==> src/rtl/udma_sdio_cmd_seq.sv <==
// SDIO command sequencer: programs op/arg/setup/start, polls STATUS, clears flags, reads RSP0.
// Optional poll timeout enabled by defining SDIO_CMD_SEQ_TIMEOUT_EN.
module udma_sdio_cmd_seq #(
  parameter int unsigned POLL_TIMEOUT = 65535,
  parameter logic [4:0]  RSP_ADDR     = 5'h0C
) (
  input  logic        clk_i,
  input  logic        rst_i,
  input  logic        req_valid_i,
  output logic        req_ready_o,
  input  logic [5:0]  req_cmd_op_i,
  input  logic [2:0]  req_rsp_type_i,
  input  logic [1:0]  req_stopopt_i,
  input  logic [31:0] req_cmd_arg_i,
  input  logic [31:0] req_data_setup_i,
  output logic        rsp_valid_o,
  output logic [31:0] rsp_data_o,
  output logic [15:0] rsp_status_o,
  output logic        rsp_err_o,
  output logic        rsp_timeout_o,
  output logic [4:0]  cfg_addr_o,
  output logic [31:0] cfg_data_o,
  output logic        cfg_valid_o,
  output logic        cfg_rwn_o,
  input  logic [31:0] cfg_data_i,
  input  logic        cfg_ready_i
);

  typedef enum logic [3:0] {
    S_IDLE, S_WR_OP, S_WR_ARG, S_WR_SETUP, S_WR_START,
    S_POLL, S_CLR, S_RD_RSP, S_DONE
  } state_e;

  localparam logic [4:0] ADDR_CMD_OP = 5'h08;
  localparam logic [4:0] ADDR_ARG    = 5'h09;
  localparam logic [4:0] ADDR_SETUP  = 5'h0A;
  localparam logic [4:0] ADDR_START  = 5'h0B;
  localparam logic [4:0] ADDR_STATUS = 5'h11;

  state_e      state_q, state_d;
  logic [5:0]  cmd_op_q;
  logic [2:0]  rsp_type_q;
  logic [1:0]  stopopt_q;
  logic [31:0] arg_q;
  logic [31:0] setup_q;
  logic [1:0]  flags_q;
  logic [15:0] status_q;
  logic [31:0] rsp_data_q;
  logic [15:0] rsp_status_q;
  logic        rsp_err_q;
  logic        req_fire, cfg_fire, flag_hit, to_hit, load_rsp;

  assign req_ready_o  = (state_q == S_IDLE) && !rst_i;
  assign req_fire     = req_valid_i && req_ready_o;
  assign cfg_fire     = cfg_valid_o && cfg_ready_i;
  assign flag_hit     = (state_q == S_POLL) && cfg_fire && (cfg_data_i[1:0] != 2'b00);
  assign load_rsp     = (state_d == S_DONE) && (state_q != S_DONE);
  assign rsp_valid_o  = (state_q == S_DONE);
  assign rsp_data_o   = rsp_data_q;
  assign rsp_status_o = rsp_status_q;
  assign rsp_err_o    = rsp_err_q;

`ifdef SDIO_CMD_SEQ_TIMEOUT_EN
  localparam logic [15:0] TO_LIM = 16'(POLL_TIMEOUT);
  logic [15:0] poll_cnt_q;
  logic        rsp_timeout_q;

  assign to_hit        = (state_q == S_POLL) && cfg_fire && !flag_hit &&
                         ((poll_cnt_q + 16'd1) == TO_LIM);
  assign rsp_timeout_o = rsp_timeout_q;

  always_ff @(posedge clk_i) begin
    if (rst_i) begin
      poll_cnt_q    <= '0;
      rsp_timeout_q <= 1'b0;
    end else begin
      if (req_fire)
        poll_cnt_q <= '0;
      else if ((state_q == S_POLL) && cfg_fire)
        poll_cnt_q <= poll_cnt_q + 16'd1;
      if (load_rsp)
        rsp_timeout_q <= to_hit;
    end
  end
`else
  logic unused_poll_timeout;
  assign unused_poll_timeout = |16'(POLL_TIMEOUT);
  assign to_hit              = 1'b0;
  assign rsp_timeout_o       = 1'b0;
`endif

  always_comb begin
    state_d     = state_q;
    cfg_valid_o = 1'b0;
    cfg_rwn_o   = 1'b0;
    cfg_addr_o  = '0;
    cfg_data_o  = '0;
    unique case (state_q)
      S_IDLE: if (req_fire) state_d = S_WR_OP;
      S_WR_OP: begin
        cfg_valid_o = 1'b1;
        cfg_addr_o  = ADDR_CMD_OP;
        cfg_data_o  = {14'h0, stopopt_q, 2'b00, cmd_op_q, 5'h00, rsp_type_q};
        if (cfg_fire) state_d = S_WR_ARG;
      end
      S_WR_ARG: begin
        cfg_valid_o = 1'b1;
        cfg_addr_o  = ADDR_ARG;
        cfg_data_o  = arg_q;
        if (cfg_fire) state_d = S_WR_SETUP;
      end
      S_WR_SETUP: begin
        cfg_valid_o = 1'b1;
        cfg_addr_o  = ADDR_SETUP;
        cfg_data_o  = setup_q;
        if (cfg_fire) state_d = S_WR_START;
      end
      S_WR_START: begin
        cfg_valid_o = 1'b1;
        cfg_addr_o  = ADDR_START;
        cfg_data_o  = 32'h1;
        if (cfg_fire) state_d = S_POLL;
      end
      S_POLL: begin
        cfg_valid_o = 1'b1;
        cfg_rwn_o   = 1'b1;
        cfg_addr_o  = ADDR_STATUS;
        if (flag_hit)    state_d = S_CLR;
        else if (to_hit) state_d = S_DONE;
      end
      S_CLR: begin
        // write-one-to-clear only the flags seen, so a later event is not lost
        cfg_valid_o = 1'b1;
        cfg_addr_o  = ADDR_STATUS;
        cfg_data_o  = {30'h0, flags_q};
        if (cfg_fire) state_d = flags_q[1] ? S_DONE : S_RD_RSP;
      end
      S_RD_RSP: begin
        cfg_valid_o = 1'b1;
        cfg_rwn_o   = 1'b1;
        cfg_addr_o  = RSP_ADDR;
        if (cfg_fire) state_d = S_DONE;
      end
      S_DONE:  state_d = S_IDLE;
      default: state_d = S_IDLE;
    endcase
  end

  always_ff @(posedge clk_i) begin
    if (rst_i) begin
      state_q      <= S_IDLE;
      cmd_op_q     <= '0;
      rsp_type_q   <= '0;
      stopopt_q    <= '0;
      arg_q        <= '0;
      setup_q      <= '0;
      flags_q      <= '0;
      status_q     <= '0;
      rsp_data_q   <= '0;
      rsp_status_q <= '0;
      rsp_err_q    <= 1'b0;
    end else begin
      state_q <= state_d;
      if (req_fire) begin
        cmd_op_q   <= req_cmd_op_i;
        rsp_type_q <= req_rsp_type_i;
        stopopt_q  <= req_stopopt_i;
        arg_q      <= req_cmd_arg_i;
        setup_q    <= req_data_setup_i;
        flags_q    <= '0;
        status_q   <= '0;
      end
      if (flag_hit) begin
        flags_q  <= cfg_data_i[1:0];
        status_q <= cfg_data_i[31:16];
      end
      // result registers change only on entry to DONE so they hold between responses
      if (load_rsp) begin
        rsp_data_q   <= (state_q == S_RD_RSP) ? cfg_data_i : '0;
        rsp_status_q <= status_q;
        rsp_err_q    <= flags_q[1] | to_hit;
      end
    end
  end

endmodule

==> config.mk <==
export PLATFORM = sky130hd
export DESIGN_NAME = udma_sdio_cmd_seq
export DESIGN_NICKNAME = d
export VERILOG_FILES = /design/src/rtl/udma_sdio_cmd_seq.sv
export SDC_FILE = /design/constraint.sdc
export NUM_CORES = 1
export LEC_CHECK = 0
export ABC_AREA = 1
export CORE_MARGIN = 3
export CORE_UTILIZATION = 40
export CTS_BUF_LIST = sky130_fd_sc_hd__clkbuf_16
export DETAILED_ROUTE_END_ITERATION = 6
export PLACE_DENSITY_LB_ADDON = 0.1
export SYNTH_ARGS = -nofsm -noshare
export SYNTH_HDL_FRONTEND = slang
export SYNTH_SLANG_ARGS = --single-unit
==> constraint.sdc <==
create_clock -name clk_i -period 2 [get_ports clk_i]
set_input_delay 0.6 -clock clk_i [delete_from_list [all_inputs] [get_ports clk_i]]
set_output_delay 0.6 -clock clk_i [all_outputs]
set_load 0.03 [all_outputs]
After elaboration in Yosys (flattened, before gate mapping)
Cells that the tools add are included.

cells by class
  equality and inequality tests = 10
  mux-type cells = 19
  reductions and logical operators = 13

operators with widths
  operator                                                               count
  32-bit case mux with 5 select lines                                    1
  4-bit two-way mux                                                      9
  16-bit two-way mux                                                     2
  32-bit two-way mux                                                     1
  4-bit case mux with 8 select lines                                     1
  5-bit case mux with 6 select lines                                     1
  4-bit by 3-bit equality test with 1-bit output, second input constant  4
  4-bit by 2-bit equality test with 1-bit output, second input constant  2
  4-bit equality test, second input constant                             2
  7-bit OR reduction                                                     1
  1-bit logical AND                                                      6
  4-bit by 1-bit equality test with 1-bit output, second input constant  1
  4-bit zero test                                                        1
  2-bit two-way mux                                                      2
  4-bit inequality test, second input constant                           1
  2-bit nonzero test                                                     2
  2-bit OR reduction                                                     2
  1-bit two-way mux                                                      2
  1-bit zero test                                                        1

word-level totals
  flip-flop bits (word level) = 146
  output and inout bits = 91
  word-level logic and storage cells = 53

Logic depth before layout (Yosys ltp)
Gate-level depths: netlist (run 1).

  depth after elaboration = 10
  mapped depth = 11
  depth with buffers taken out = 10

Least setup slack after synthesis (run 1)
Ideal clock, no wire load.

  path kind = flip-flop to output port
  start = register state_q[0]
  end = output port cfg_data_o[10]
  data arrival time = 1,528 ps
  required time = 1,400 ps
  path slack = -128 ps
  cell stages (with the launch flop) = 7
  buffers on the path = 1
  path through = dfxtp_1 inv_2 nand2_1 nor2_1 inv_1 clkbuf_1 o221ai_1

between the ends
  longest elaborated chain between the ends = 2

RTL lines
  element                                                                 line  RTL
  start, declared                                                         40    state_e state_q, state_d;
  start signal, assigned                                                  163   state_q <= state_d;
  4-bit by 3-bit equality test with 1-bit output (tied with other cells)  98    unique case (state_q)
  32-bit case mux with 5 select lines (*)                                 98
  end, declared                                                           22    output logic [31:0] cfg_data_o,

Mark *: on every way between the ends. The rest lies on a longest branch, timed or not.

Worst setup path in the final report (run 1)
  start = register state_q[0]
  end = output port cfg_data_o[1]

The elaborated chain is that of the path after synthesis.

==> impl_metrics.env, run 1 <==
export IMPL_status="finished with violations"
export IMPL_violations="negative setup slack"
export IMPL_final_min_period_over_clock_period_pct=110.8
export IMPL_rows=44
export IMPL_antenna_found_initial=0
export IMPL_die_x_um=128.5
export IMPL_skew_ns=0.009191
export IMPL_max_freq_ghz=0.4514
export IMPL_tns_ns=-6.916
export IMPL_synth_area_leader_cell="dfxtp_1"
export IMPL_hold_viol=0
export IMPL_path_max_fanout=4
export IMPL_cts_clk_slew_worst_paths_ns=0.06
export IMPL_grt_max_degree=65
export IMPL_grt_pass1_wl_um=27680
export IMPL_initial_core_util_pct=41.15
export IMPL_drtIter0Drc=257
export IMPL_synth_nets=926
export IMPL_hp_class="flip-flop to flip-flop"
export IMPL_setup_violations=41
export IMPL_coreArea_um2=14590
export IMPL_seq_area_frac_synth_pct=48.69
export IMPL_yosys_warnings=0
export IMPL_grt_pass1_vias=5504
export IMPL_cts_buffers=17
export IMPL_place_ws_ns=-0.1314
export IMPL_wl_per_cell_um=14.45
export IMPL_die_y_um=128.5
export IMPL_diodes=0
export IMPL_rsz0062_at_grt="true"
export IMPL_cts_tree="done"
export IMPL_max_cap_viol_count=0
export IMPL_wl_um=17720
export IMPL_ios=202
export IMPL_die_area_um2=16510
export IMPL_viasPerCell=4.841
export IMPL_syn_avg_cell_area_um2=7.366
export IMPL_ctsLongestPathBuffers=2
export IMPL_netlist_top_cells_area="dfxtp_1 (49%), nor2_1 (7.9%), nand2_1 (7.5%)"
export IMPL_ys_ff_latch=146
export IMPL_dp_hpwl_um=11450
export IMPL_required_ns=1.40
export IMPL_crit_type="flip-flop to output port"
export IMPL_crit_path_end_kind="output port"
export IMPL_slew_violations=0
export IMPL_synth_distinct_cells=29
export IMPL_powerDensity_nw_per_um2=724.3
export IMPL_synth_area_um2=6003
export IMPL_drive_gt1_share_pct=18.52
export IMPL_drc=0
export IMPL_synth_top_cell_area_share_pct=48.69
export IMPL_rrSetupSlack_ns=0.14
export IMPL_place_congestion=0.8985
export IMPL_ant_nets=0
export IMPL_fin_util_pct=65.62
export IMPL_startpoint_type="flip-flop"
export IMPL_vdd_drop_max_v=0.0006965
export IMPL_via_count=5935
export IMPL_grt_ovfl_total=0
export IMPL_clk_latency_ns=0.41
export IMPL_final_common_cell="dfxtp_1"
export IMPL_p_leak_nw=4.190
export IMPL_clock_sinks=146
export IMPL_clock_root_buffer="clkbuf_16"
export IMPL_area_delta_synth_final_pct=59.46
export IMPL_fin_nets=1142
export IMPL_htree_levels=4
export IMPL_arrival_ns=1.62
export IMPL_mostFrequentLayoutCells="dfxtp_1 (142), nor2_1 (118), nand2_1 (112), clkdlybuf4s50_1 (109), inv_1 (92)"
export IMPL_synth_cells=815
export IMPL_fin_crit_ns=2.215
export IMPL_hold_buffers=0
export IMPL_firstDrtPassIters=6
export IMPL_totalPowerFinal_mw=6.934
export IMPL_track_usage_pct=20.95
export IMPL_portBuffers=200
export IMPL_final_setup_worst_slack_ns=-0.2152
final timing paths:
kind	from	end	cells past startpoint
min reg2reg	arg_q[3]	arg_q[3]	2
max reg2reg	state_q[2]	rsp_data_o[18]	13
min	arg_q[3]	arg_q[3]	2
max	state_q[0]	cfg_data_o[1]	8
worst max-delay path: stages, from the launching register on:
cell and delay [ns]:
dfxtp_4 0.37, inv_6 0.07, nand2_4 0.06, nor2_4 0.15
inv_4 0.07, o21ai_1 0.15, a21oi_1 0.06, o21ai_1 0.09
buf_4 0.19
cell usage after synthesis:
| library cell | count |
|---|---|
| and3_1 | 1 |
| conb_1 | 1 |
| o221ai_1 | 9 |
| buf_2 | 5 |
| nor2_1 | 127 |
| buf_1 | 2 |
| clkbuf_1 | 30 |
| a21oi_1 | 87 |
| buf_4 | 4 |
| nor2_4 | 1 |
| o22ai_1 | 21 |
| inv_1 | 95 |
| buf_6 | 13 |
| clkinv_1 | 1 |
| dfxtp_1 | 146 |
| inv_4 | 1 |
| o21ai_1 | 30 |
| o21ai_0 | 82 |
| nand3_1 | 21 |
| nor2_2 | 3 |
| nand3_2 | 1 |
| nand2_2 | 1 |
| a21oi_4 | 1 |
| nand4_1 | 3 |
| nand2_1 | 120 |
| nor2_8 | 1 |
| inv_2 | 6 |
| nand2_4 | 1 |
| o2111ai_1 | 1 |
cells by family after synthesis:
logic type             after synthesis  synth area share (%)
AND/OR/NAND/NOR                    280                 18.90
other                                1               0.06247
AO/OA/AOI/OAI                      231                 20.51
buffers and inverters              157                 11.84
flip-flops                         146                 48.69
sequential cells by signal, summed over array words and instances, names as in the netlist:
name and count:
cmd_op_q 6, rsp_err_o 1, setup_q 32, arg_q 32, stopopt_q 2, rsp_data_o 32
rsp_status_o 16, status_q 16, flags_q 2, state_q 4, rsp_type_q 3
report_power, final:
part	internal, mW	switching (mW)	leakage (nW)
Clock	1.65	1.13	0.271
Combinational	0.500	0.549	2.73
Sequential	3.05	0.0485	1.19
Total	5.20	1.73	4.19
area by class of cell:
| cell class | count | area (µm²) |
|---|---|---|
| repair buffers | 251 | 2685 |
| well taps | 184 | 230.2 |
| inverters | 103 | 410.4 |
| clock buffers | 17 | 425.4 |
| clock inverters | 13 | 83.83 |
| flip-flops and latches | 146 | 2935 |
| fillers | 1272 | 5016 |
| multi-input cells | 512 | 2803 |
metrics by stage:
stage | std cells | hold slack (ns) | cell area (µm²)
final | 1226 | 0.4667 | 9573
after global placement | 1181 | 0.4385 | 8361
after detailed placement | 1181 | 0.4434 | 8361
after global routing | 1226 | 0.4924 | 9573
after floorplan | 815 | 0.4245 | 6041
after CTS | 1220 | 0.4678 | 9395
layer usage:
metal,track usage (%),vias up,part of all wire [%]
met5,0,-,0
met4,6.177,0,1.3
met3,6.476,19,6.9
met2,34.69,164,49
met1,26.39,2698,43
li1,-,3054,-
repair_timing:
item                       CTS  global route
buffers inserted             7             6
gates cloned                 2             1
pin swaps                    7             8
resized for setup          172            16
setup endpoints to repair   89            69
Note: power is estimated with default switching activity, not from simulation.
==> run 2: changes to the inputs <==
--- a/config.mk
+++ b/config.mk
@@ -11,6 +11,7 @@
 export CTS_BUF_LIST = sky130_fd_sc_hd__clkbuf_16
 export DETAILED_ROUTE_END_ITERATION = 6
 export PLACE_DENSITY_LB_ADDON = 0.1
+export SLEW_MARGIN = 10
 export SYNTH_ARGS = -nofsm -noshare
 export SYNTH_HDL_FRONTEND = slang
 export SYNTH_SLANG_ARGS = --single-unit
==> results of run 2 <==
Same layout as run 1: the final DEF is identical, and so are final timing and power.
